### src/rtl/multi_rate_serializer.sv
// Block-to-symbol serializer with a shift register and a one-deep holding register.
// Define SERIALIZER_GRAY_EN to Gray-code each emitted symbol.
module multi_rate_serializer #(
    parameter int DATA_W = 128,
    parameter int SYM_W = 2,
    parameter bit MSB_FIRST = 1'b1,
    localparam int NSYM = DATA_W / SYM_W,
    localparam int IDX_W = (NSYM > 1) ? $clog2(NSYM) : 1
) (
    input  logic              clk,
    input  logic              reset,
    input  logic [DATA_W-1:0] cipher_data,
    input  logic              load_en,
    output logic              buffer_ready,
    input  logic              mod_req,
    output logic [SYM_W-1:0]  symbol_data,
    output logic              symbol_valid,
    output logic [IDX_W-1:0]  sym_index,
    output logic              block_done,
    output logic              underrun
);

    typedef enum logic {
        IDLE   = 1'b0,
        ACTIVE = 1'b1
    } state_t;

    state_t            state_q, state_d;
    logic [DATA_W-1:0] shift_q, shift_d;
    logic [DATA_W-1:0] hold_q, hold_d;
    logic              full_q, full_d;
    logic [IDX_W-1:0]  idx_q, idx_d;
    logic              done_q, done_d;
    logic              under_q, under_d;
    logic              ready_q;

    logic [DATA_W-1:0] shift_adv;
    logic [SYM_W-1:0]  sym_raw;
    logic              last_sym;

    assign shift_adv = MSB_FIRST ? (shift_q << SYM_W) : (shift_q >> SYM_W);
    assign sym_raw   = MSB_FIRST ? shift_q[DATA_W-1 -: SYM_W] : shift_q[SYM_W-1:0];
    assign last_sym  = (idx_q == IDX_W'(NSYM - 1));

    always_comb begin
        state_d = state_q;
        shift_d = shift_q;
        hold_d  = hold_q;
        full_d  = full_q;
        idx_d   = idx_q;
        done_d  = 1'b0;
        under_d = 1'b0;
        case (state_q)
            IDLE: begin
                under_d = mod_req;
                if (load_en) begin
                    shift_d = cipher_data;
                    idx_d   = '0;
                    state_d = ACTIVE;
                end
            end
            ACTIVE: begin
                if (load_en && !full_q) begin
                    hold_d = cipher_data;
                    full_d = 1'b1;
                end
                if (mod_req) begin
                    if (!last_sym) begin
                        shift_d = shift_adv;
                        idx_d   = idx_q + IDX_W'(1);
                    end else begin
                        done_d = 1'b1;
                        idx_d  = '0;
                        if (full_q) begin
                            shift_d = hold_q;
                            full_d  = 1'b0;
                        end else if (load_en) begin
                            // Direct reload keeps the stream gap-free.
                            shift_d = cipher_data;
                            hold_d  = hold_q;
                            full_d  = 1'b0;
                        end else begin
                            shift_d = '0;
                            state_d = IDLE;
                        end
                    end
                end
            end
            default: state_d = IDLE;
        endcase
    end

    always_ff @(posedge clk or negedge reset) begin
        if (!reset) begin
            state_q <= IDLE;
            shift_q <= '0;
            hold_q  <= '0;
            full_q  <= 1'b0;
            idx_q   <= '0;
            done_q  <= 1'b0;
            under_q <= 1'b0;
            ready_q <= 1'b1;
        end else begin
            state_q <= state_d;
            shift_q <= shift_d;
            hold_q  <= hold_d;
            full_q  <= full_d;
            idx_q   <= idx_d;
            done_q  <= done_d;
            under_q <= under_d;
            ready_q <= ~full_d;
        end
    end

`ifdef SERIALIZER_GRAY_EN
    assign symbol_data = sym_raw ^ (sym_raw >> 1);
`else
    assign symbol_data = sym_raw;
`endif

    assign symbol_valid = (state_q == ACTIVE);
    assign sym_index    = idx_q;
    assign block_done   = done_q;
    assign underrun     = under_q;
    assign buffer_ready = ready_q;

endmodule

### config.mk
export PLATFORM = sky130hd
export DESIGN_NAME = multi_rate_serializer
export DESIGN_NICKNAME = d
export VERILOG_FILES = /design/src/rtl/multi_rate_serializer.sv
export SDC_FILE = /design/constraint.sdc
export NUM_CORES = 1
export LEC_CHECK = 0
export ABC_AREA = 0
export ABC_CLOCK_PERIOD_IN_PS = 1690
export CAP_MARGIN = 0
export CORE_MARGIN = 10
export CORE_UTILIZATION = 54
export CTS_BUF_LIST = sky130_fd_sc_hd__clkbuf_2 sky130_fd_sc_hd__clkbuf_4 sky130_fd_sc_hd__clkbuf_8
export DETAILED_ROUTE_END_ITERATION = 16
export PLACE_DENSITY = 0.75
export SYNTH_ARGS = -nofsm -noshare
export SYNTH_HDL_FRONTEND = slang
export SYNTH_SLANG_ARGS = --single-unit
### constraint.sdc
create_clock -name clk -period 1.69 [get_ports clk]
set_input_delay 0.338 -clock clk [delete_from_list [all_inputs] [get_ports clk]]
set_output_delay 0.338 -clock clk [all_outputs]
set_load 0.05 [all_outputs]
==> results.py <==
metrics = {
    "worst_setup_path": {
        "path_cells": "buf_12, nand3b_1, a2111oi_0, a311o_1",
        "slowest_stage": "dfrtp_4",
        "worst_ep_arrival_time_ns": 2.38,
        "path_class": "reg2reg",
        "crit_path_start": "full_q",
        "start_kind": "flip-flop",
        "worstSetupEndpointType": "flip-flop",
        "cp_top_family": "compound AO/OA/AOI/OAI gates",
        "crit_buf_inv": 1,
        "r2r-start": "full_q",
        "critical_path_required_ns": 2.20,
        "crit_path_max_fanout": 42,
        "slowest_delay_ns": 0.60,
    },
    "yosys": {
        "synth_fp_nets": 1651,
        "async_flop_share": 1.000,
        "synthTopCellsByArea": "dfrtp_1 (42%), mux2_2 (9.2%), mux2i_1 (8.1%), a311o_1 (8.0%), a2111oi_0 (7.0%)",
        "yosysMostFrequentCell": "dfrtp_1",
        "ys_seq_area_frac": 0.4261,
        "synth_edf_count": 0,
        "ys_warn_count": 0,
        "syn_area_um2": 15680,
        "synth_cells": 1518,
        "yosysTopAreaCell": "dfrtp_1",
        "synth_top_cell_area_share": 0.4244,
        "synth_commonest_cells": "dfrtp_1 (266), nand2_1 (260), mux2_2 (128), nand3b_1 (128), mux2i_1 (127)",
        "synth_cell_types": 37,
        "synth_ff_type": "dfrtp_1",
        "synth_seq_cells": 267,
        "avgSynthCellArea_um2": 10.33,
    },
    "sta": {
        "fin_crit_ns": 1.870,
        "slew_viol_final": 0,
        "final_hold_viol_count": 0,
        "clock_skew_ns": 0.02759,
        "finalCritPeriodShare": 1.107,
        "max_freq_mhz": 534.7,
        "setup_ws_ns": -0.1803,
        "setup_viol": 240,
        "rsz0062_at_grt": "true",
        "max_slew.worst_pin.slew_ns": 0.5514,
        "slew_headroom": 0.6229,
    },
    "clocking": {
        "cts_tree": "built",
        "cts-root-buf": "clkbuf_8",
        "clk_pin_slew_ns": 0.06,
        "clockBufferDepth": 3,
        "htreeDepth": 2,
        "cts_buffers": 48,
        "cts.sinks": 267,
        "worstSkewPairLatency_ns": 0.59,
    },
    "power": {
        "power.total_mw": 18.25,
        "vdd_ir_drop_max_uv": 601.7,
        "power.density_nw_per_um2": 885.2,
        "leakagePower_nw": 8.914,
    },
    "routing": {
        "viasPerCell": 6.895,
        "detail_route.first_pass.iterations": 8,
        "antenna_left": 0,
        "wl_per_cell_um": 24.85,
        "vias": 14300,
        "wirelength_um": 51530,
        "drc": 0,
        "drt_iter0_drc": 1670,
    },
    "global_route": {
        "grt_antenna_before_repair": 1,
        "grt_max_degree": 91,
        "grt_usage": 0.2482,
        "grt_pass1_vias": 14010,
        "grt_overflow": 0,
        "grt_pass1_wl_um": 75090,
    },
    "layout": {
        "stdcell_count": 2074,
        "ff_latch_area_um2": 6698,
        "drive_gt1_frac": 0.2392,
        "fill_cells": 1983,
        "syn2layout_area_growth_pct": 31.43,
        "final_nets": 1787,
        "multiInputGateArea_um2": 8770,
    },
    "floorplan": {
        "row_count": 62,
        "die-height_um": 190.4,
        "core_um2": 28700,
        "dieArea_um2": 36260,
        "initial_core_util": 0.5464,
        "fp.dieW_um": 190.4,
        "io_pins": 144,
    },
    "place": {
        "dp_hpwl_um": 25900,
        "dp_slack_ns": -0.1469,
        "dp_cells": 1944,
        "port_buffers": 143,
        "place.gp.congestion": 0.7822,
    },
    "outcome": {
        "status": "finished, violations left",
        "violations": "setup timing",
    },
    "run": {
        "cap_viol_max_count": 0,
    },
    "worst_hold_path": {
        "min_from": "load_en",
        "min_path_type": "in2reg",
    },
}
-- final cells by class --
cell class,instances,share of cell area
clock inverters,6,0.002003
multi-input cells,1059,0.4255
repair buffers,274,0.1755
flip-flops and latches,267,0.3249
clock buffers,79,0.04789
inverters,4,0.0007284
well taps,384,0.02331
diodes,1,0.0001214
-- final timing paths --
kind                            cells past startpoint  slack, ns           end
worst min register to register                      1       0.51    hold_q[13]
worst min-delay path                                4       0.20  buffer_ready
min in group asynchronous                           2       0.26    hold_q[68]
worst max-delay path                                4      -0.18  shift_q[119]
max in group asynchronous                           3       0.74   hold_q[115]
worst max register to register                      4      -0.18  shift_q[119]
-- timing repair --
item                                    in CTS  in global routing
pin swaps                                   16                  6
hold buffers                                 1                  0
endpoints found under the setup margin     105                256
cloned                                       9                 20
endpoints found under the hold margin       38                  0
buffers inserted                            13                  3
gates resized for setup                    127                111
-- tightest hold or removal path, delay by kind of cell --
kind,cells,cell delay (ns)
compound gates,1,0.07
buf+inv,2,0.22
simple gates,1,0.15
-- through the flow --
step                hold slack (ns)  setup TNS, ns  utilization  area, µm²
floorplan                   0.04241         -45.53            -      15750
global route                 0.2149         -31.14       0.7180      20610
finish                       0.2031         -16.76       0.7181      20610
detailed placement           0.2937         -2.290       0.6269      17990
CTS                          0.1749         -7.851       0.6907      19830
global placement             0.2908         -1.465       0.6269      17990
-- cell usage in the layout, fill, tap and decap left out, types with 63 or more instances in the layout --
master / n
a2111oi_0: 69
a311o_1: 126
clkbuf_8: 63
clkdlybuf4s50_1: 128
dfrtp_1: 258
mux2_4: 112
mux2i_1: 126
nand2_1: 258
nand3b_1: 128
o22ai_1: 124
-- registers in the layout, summed over array words and instances, names as in the netlist --
signal and count:
sym_index 6, underrun 1, symbol_valid 1, block_done 1, full_q 1, buffer_ready 1
shift_q 128, hold_q 128
-- where the power goes --
| group | total [mW] | leakage (nW) | internal (mW) | switching [mW] |
|---|---|---|---|---|
| Sequential | 7.77 | 3.44 | 7.18 | 0.590 |
| Combinational | 3.92 | 4.92 | 2.01 | 1.91 |
| Clock | 6.56 | 0.552 | 3.69 | 2.87 |
-- routing by layer --
metal  GRT usage  part of all wire
met5           0                 0
met4     0.08207             0.032
met3     0.04444             0.087
met2      0.4028              0.47
met1      0.3289              0.41
-- logic make-up after synthesis --
group	after synthesis	synth area share
AND/OR/NAND/NOR	404	0.1294
AO/OA/AOI/OAI	398	0.2105
flip-flops	267	0.4261
multiplexers	255	0.1730
buffers and inverters	192	0.05968
XOR/XNOR	1	0.0005586
adder cells (fa/ha/maj)	1	0.0007977
Power figures use the tool's default switching activity.
